### src/rtl/demux_frame_driver.sv
// Framed serializer feeding a 1-to-4 single-bit demux: start bit, payload LSB-first, gap.
// Define DEMUX_FRAME_DRIVER_PARITY_EN to append an even-parity bit after the payload.
module demux_frame_driver #(
  parameter int DATA_W     = 8,
  parameter int GAP_CYCLES = 2
) (
  input  logic              clk,
  input  logic              rst_n,
  input  logic              in_valid,
  input  logic [DATA_W-1:0] in_data,
  input  logic [1:0]        in_chan,
  output logic              in_ready,
  output logic              din,
  output logic [1:0]        sel,
  output logic              busy,
  output logic              frame_done
);

  localparam int CNT_W = $clog2(DATA_W + 1);
  localparam logic [CNT_W-1:0] LAST_BIT = CNT_W'(DATA_W);
  localparam logic [3:0]       LAST_GAP = 4'(GAP_CYCLES);

`ifdef DEMUX_FRAME_DRIVER_PARITY_EN
  typedef enum logic [2:0] {IDLE, START, DATA, PARITY, GAP} state_t;
`else
  typedef enum logic [2:0] {IDLE, START, DATA, GAP} state_t;
`endif

  state_t            state, state_nxt;
  logic [DATA_W-1:0] shift;
  logic [CNT_W-1:0]  cnt, cnt_nxt;
  logic [3:0]        gcnt, gcnt_nxt;
  logic              din_nxt, done_nxt, load, shift_en, end_payload;
`ifdef DEMUX_FRAME_DRIVER_PARITY_EN
  logic              par;
`endif

  assign in_ready = (state == IDLE);

  always_ff @(posedge clk or negedge rst_n) begin
    if (!rst_n) state <= IDLE;
    else        state <= state_nxt;
  end

  // Outputs are computed for the next state so din/busy line up with the state they belong to.
  always_comb begin
    state_nxt   = state;
    din_nxt     = 1'b0;
    done_nxt    = 1'b0;
    load        = 1'b0;
    shift_en    = 1'b0;
    end_payload = 1'b0;
    cnt_nxt     = cnt;
    gcnt_nxt    = gcnt;
    case (state)
      IDLE: begin
        if (in_valid) begin
          load      = 1'b1;
          state_nxt = START;
          din_nxt   = 1'b1;
        end
      end
      START: begin
        state_nxt = DATA;
        din_nxt   = shift[0];
        shift_en  = 1'b1;
        cnt_nxt   = CNT_W'(1);
      end
      DATA: begin
        if (cnt == LAST_BIT) begin
`ifdef DEMUX_FRAME_DRIVER_PARITY_EN
          state_nxt = PARITY;
          din_nxt   = par;
`else
          end_payload = 1'b1;
`endif
        end else begin
          din_nxt  = shift[0];
          shift_en = 1'b1;
          cnt_nxt  = cnt + 1'b1;
        end
      end
`ifdef DEMUX_FRAME_DRIVER_PARITY_EN
      PARITY: end_payload = 1'b1;
`endif
      GAP: begin
        if (gcnt == LAST_GAP) begin
          state_nxt = IDLE;
          done_nxt  = 1'b1;
        end else begin
          gcnt_nxt = gcnt + 4'd1;
        end
      end
      default: state_nxt = IDLE;
    endcase
    if (end_payload) begin
      if (GAP_CYCLES == 0) begin
        state_nxt = IDLE;
        done_nxt  = 1'b1;
      end else begin
        state_nxt = GAP;
        gcnt_nxt  = 4'd1;
      end
    end
  end

  always_ff @(posedge clk or negedge rst_n) begin
    if (!rst_n) begin
      shift      <= '0;
      cnt        <= '0;
      gcnt       <= '0;
      din        <= 1'b0;
      sel        <= 2'b00;
      busy       <= 1'b0;
      frame_done <= 1'b0;
`ifdef DEMUX_FRAME_DRIVER_PARITY_EN
      par        <= 1'b0;
`endif
    end else begin
      cnt        <= cnt_nxt;
      gcnt       <= gcnt_nxt;
      din        <= din_nxt;
      busy       <= (state_nxt != IDLE);
      frame_done <= done_nxt;
      if (load) begin
        shift <= in_data;
        sel   <= in_chan;
`ifdef DEMUX_FRAME_DRIVER_PARITY_EN
        par   <= ^in_data;
`endif
      end else if (shift_en) begin
        shift <= shift >> 1;
      end
    end
  end

endmodule

### config.mk
export PLATFORM = sky130hd
export DESIGN_NAME = demux_frame_driver
export DESIGN_NICKNAME = d
export VERILOG_FILES = /design/src/rtl/demux_frame_driver.sv
export SDC_FILE = /design/constraint.sdc
export NUM_CORES = 1
export LEC_CHECK = 0
export CAP_MARGIN = 20
export CORE_AREA = 10 10 64 66
export CTS_CLUSTER_DIAMETER = 100
export DETAILED_ROUTE_END_ITERATION = 8
export DIE_AREA = 0 0 74 76
export GPL_TIMING_DRIVEN = 0
export PLACE_DENSITY = 0.69
export REMOVE_ABC_BUFFERS = 1
export SYNTH_ARGS = -nofsm -noshare
export SYNTH_HDL_FRONTEND = slang
export SYNTH_SLANG_ARGS = --single-unit
### constraint.sdc
create_clock -name clk -period 1.9 [get_ports clk]
set_clock_uncertainty 0.2 [all_clocks]
set_input_delay 0.19 -clock clk [delete_from_list [all_inputs] [get_ports clk]]
set_output_delay 0.19 -clock clk [all_outputs]
set_load 0.02 [all_outputs]
# ---- Word level (Yosys, flattened, before mapping)
# Index checks and enable logic that the tools add are counted.
dict set report totals {
  inputBits 13
  wordCells 45
  register_bits 24
  out_inout_bits 6
}
dict set report op_classes {
  n_reduce_logical 7
  eq_ne 7
  add_sub_neg 2
  muxes 21
}
# op n
set ops {}
lappend ops {{$mux 4} 4}
lappend ops {{$mux 8} 2}
lappend ops {{$pmux 3 s4} 1}
lappend ops {{$mux 3} 3}
lappend ops {{$add 4x1->4 const B} 2}
lappend ops {{$mux 1} 8}
lappend ops {{$pmux 4 s2} 1}
lappend ops {{$eq 3x2->1 const B} 2}
lappend ops {{$reduce_bool 2->1} 3}
lappend ops {{$eq 4x2->1 const B} 1}
lappend ops {{$eq 4x4->1 const B} 1}
lappend ops {{$ne 2x2->1 const B} 2}
lappend ops {{$reduce_and 2->1} 2}
lappend ops {{$eq 3x1->1 const B} 1}
lappend ops {{$logic_not 3->1} 1}
lappend ops {{$pmux 1 s3} 1}
lappend ops {{$reduce_bool 3->1} 1}
lappend ops {{$pmux 1 s2} 1}

# ---- Logic depth before layout (Yosys ltp)
dict set report depth {
  ltp_word 5
  depth_mapped 7
  ltp_nobuf 6
}

# ---- Least setup slack after synthesis
# No wires, ideal clock.
dict set report synth_path {
  kind {reg-to-reg}
  from {reg gcnt[0]}
  to {reg gcnt[3]}
  slack_ps 133
  n_path_buf 0
  arrival_time_ps 1435
  path_stages_with_launch 7
  t_required_ps 1567
  period_less_slack_ps 1767
  setup_ps 133
  path_cell_list {dfrtp_1 -> inv_1 -> ha_1 -> nor3b_1 -> or4_1 -> xor2_1 -> nor2_1}
}
dict set report synth_between {
  elab_chain_cells 4
  word_cells_on_any_way 7
  cone_classes {add/sub: 1; eq/ne: 2; mux: 3; reduce/logical: 1}
}
# element line_no
set synth_rtl {}
lappend synth_rtl {{start: declaration} 32} ;# logic [3:0] gcnt, gcnt_nxt;
lappend synth_rtl {{start signal: assignment} 121} ;# gcnt <= gcnt_nxt;
lappend synth_rtl {{$add 4x1->4} 91} ;# gcnt_nxt = gcnt + 4'd1;
lappend synth_rtl {{$mux 4} 87} ;# if (gcnt == LAST_GAP) begin
lappend synth_rtl {{$mux 4} 55} ;# case (state)
lappend synth_rtl {{$mux 4} 96} ;# if (end_payload) begin
# Several ways; a longest one is shown, not always the timed one. The select of a mux whose other input is x is not followed.
# A chain may end at the register's enable or synchronous reset.

# ---- Final worst setup path
# Ends and elaborated chain as after synthesis.

==> impl_results.md <==
* Status: complete, no violations
* FF+latch count, synth at 24
* Placed Area at 1500 um^2
* Main flop type after synthesis: dfrtp_1
* TritonCTS clock tree: yes
* Worst Path Arrival at 1.83 ns
* Synthesis warning total at 0
* Drt first pass iters at 4
* Die width at 74 um
* Vias at 1150
* Worst-case clock buffer depth at 2
* Commonest cells after routing, fill and taps aside: dfrtp_1 (19), nand2_1 (17), clkdlybuf4s50_1 (17)
* Largest delay share family, worst path: simple AND/OR/NAND/NOR gates
* Drt via density at 5.87
* Area grow syn2layout at 22.8%
* Mapped Area at 1340 um^2
* Top cells by area, synth: dfrtp_1 (45%), a21oi_1 (5.6%), nand2_1 (5.1%), a221oi_1 (4.6%), nor2_1 (3.9%)
* Clk sinks at 24
* HPWL after DPL at 1.94 mm
* CTS Buf Count at 3
* Period utilisation layout at 96.0%
* Grt total ovfl at 0
* Lkg Pwr at 0.716 nW
* Worst Path Class, Setup: reg2reg
* First-pass GRT wire length at 4.60 mm
* Worst slew pin tran at 0.629 ns
* R2R Setup Slk at 0.08 ns
* # DRC at 0
* Sequential share of the synthesized area at 44.9%
* Antenna violations before repair at 0
* Slew margin rel. at 57.9%
* Final Non-Filler Cells at 196
* Pwr Total at 1.59 mW
* Die Area at 5620 um^2
* Final instance area at 1640 um^2
* Crit path cell chain: inv_1 -> ha_1 -> nor3b_1 -> or4_1 -> xor2_1 -> nor2_1
* Async S/R FF share, synth at 100%
* N_diodes at 0
* Starting Density at 45.6%
* Placed cell count at 188
* Nets at 181
* Final WL at 2.96 mm
* WP buf/inv at 1
* Avg Cell Area, Syn at 9.22 um^2
* Starting DRT DRC Count at 63
* Final Setup Violations at 0
* IO Count at 19
* H-tree Lvls at 1
* Maximum vdd drop at 0.566 mV
* Area of the multi-input gates at 698 um^2
* Min-Delay Path Class: in2async
* PwrDens at 971 nW/um^2
* Site Rows at 20
* Most common cell after layout, fill and taps aside: dfrtp_1
* Gr usage total at 9.63%
* Maximum clock rate at 548 MHz
* Core area at 2930 um^2
* Min Tclk post-route at 1.82 ns
* Max incr delay on CP at 0.54 ns
* # fillers at 270
* I/O Buffers at 18
* Number of global-route vias before repair at 1074
* Critical-path top delay cell: or4_1
* Register area at 609 um^2
* Die height at 76 um
* Share of cells above drive strength 1 at 17.2%
* Cell taking the most area after synthesis: dfrtp_1
* Slew Limit Fails at 0
* Synth top area share at 44.9%
* Root Driver: clkbuf_4
* Worst-path maximum fanout at 4
* Max-cap viol count at 0
* Synth cell types at 40
* CP startpoint kind: register
* Largest net degree at the start of global routing at 25
* Clock-pin slew on the worst setup and hold paths at 0.14 ns
* Routed WL per cell at 15.1 um
* Gate Count Post-Synth at 145
* Final-report hold violation count at 0
* CP required at 1.91 ns
* GP Congestion at 0.783
* CP endpoint kind: register
* Clk Latency, worst-skew pair at 0.32 ns
* Post-synth EDFFs at 0
* Antenna Violating Nets Remaining at 0
[cell families (layout without fill, tap and decap cells)]
kind of cell | after synthesis | count (layout) | share of synthesized area, %
DFF | 24 | 24 | 44.9
and+or+nand+nor | 59 | 59 | 23.0
adders and majority gates | 4 | 4 | 3.75
other | 1 | 1 | 0.281
xor gates and xnor gates | 3 | 3 | 1.97
buffers and inverters | 14 | 32 | 5.71
AOI/OAI and AO/OA | 37 | 37 | 17.8
muxes | 3 | 3 | 2.53
[power by group]
part           total [mW]  internal (mW)  leakage, nW  switching (mW)
sequential          0.764          0.628        0.293           0.136
combinational       0.456          0.233        0.395           0.223
clock               0.373          0.213       0.0279           0.160
total                1.59           1.07        0.716           0.519
[area by class of cell]
type                       instances  share of cell area, %
clock inverter                     1                   1.83
tap                               33                   2.52
multi-input combinational        107                   42.6
clock buffer                       3                   1.37
inverter                           6                   1.37
sequential                        24                   37.1
timing repair buffer              22                   13.2
[worst reg2reg max path, cell delays in order (launching register included)]
cell	delay [ns]
dfrtp_1	0.37
inv_1	0.05
ha_1	0.18
nor3b_1	0.17
or4_1	0.54
xor2_1	0.16
nor2_1	0.05
[state kept, by name, indices dropped and copies added (netlist names)]
| register | cells |
|---|---|
| state | 3 |
| shift | 8 |
| sel | 2 |
| frame_done | 1 |
| busy | 1 |
| gcnt | 4 |
| cnt | 4 |
| din | 1 |
[routing by layer]
metal	routed length (um)	up-vias	global-route usage [%]
li1	-	548	-
met1	1370	573	12.4
met2	1420	27	14.3
met3	161	2	2.60
met4	9	0	4.48
met5	0	-	0
[Yosys cell counts, drive strengths merged (3+ instances only)]
library cell and instances:
dfrtp 24, nand2 18, nor2 16, a21oi 15
buf 8, a221oi 7, o21ai 7, inv 6
nand3 5, nor3 5, ha 4, mux2 3
[final timing paths]
kind | from | end | cells past startpoint
worst max-delay path | gcnt[0] | gcnt[3] | 6
worst min-delay path | rst_n | shift[0] | 1
worst max register to register | gcnt[0] | gcnt[3] | 6
worst min register to register | sel[0] | sel[0] | 1
max in group asynchronous | rst_n | state[1] | 2
min in group clk | in_data[4] | shift[4] | 3
[through the flow]
| stage | setup WS [ns] | utilization [%] | setup TNS (ns) | hold WS (ns) |
|---|---|---|---|---|
| final | 0.0766 | 56.0 | 0 | 0.0441 |
| after detailed placement | -0.213 | 51.4 | -1.79 | 0.303 |
| after CTS | 0.00461 | 53.5 | 0 | 0.218 |
| after global placement | -0.165 | 51.4 | -1.34 | 0.289 |
| after floorplan | 0.112 | - | 0 | -0.306 |
| after global routing | -0.00942 | 56.0 | -0.0107 | 0.0545 |
[timing repair]
item / 4_1_cts / 5_1_grt
gates resized for setup: 7 / 9
setup endpoints to repair: 19 / 12
hold buffers: 0 / 0
endpoints found under the hold margin: 0 / 0
buffers inserted: 0 / 3
Power figures use the tool's default switching activity.
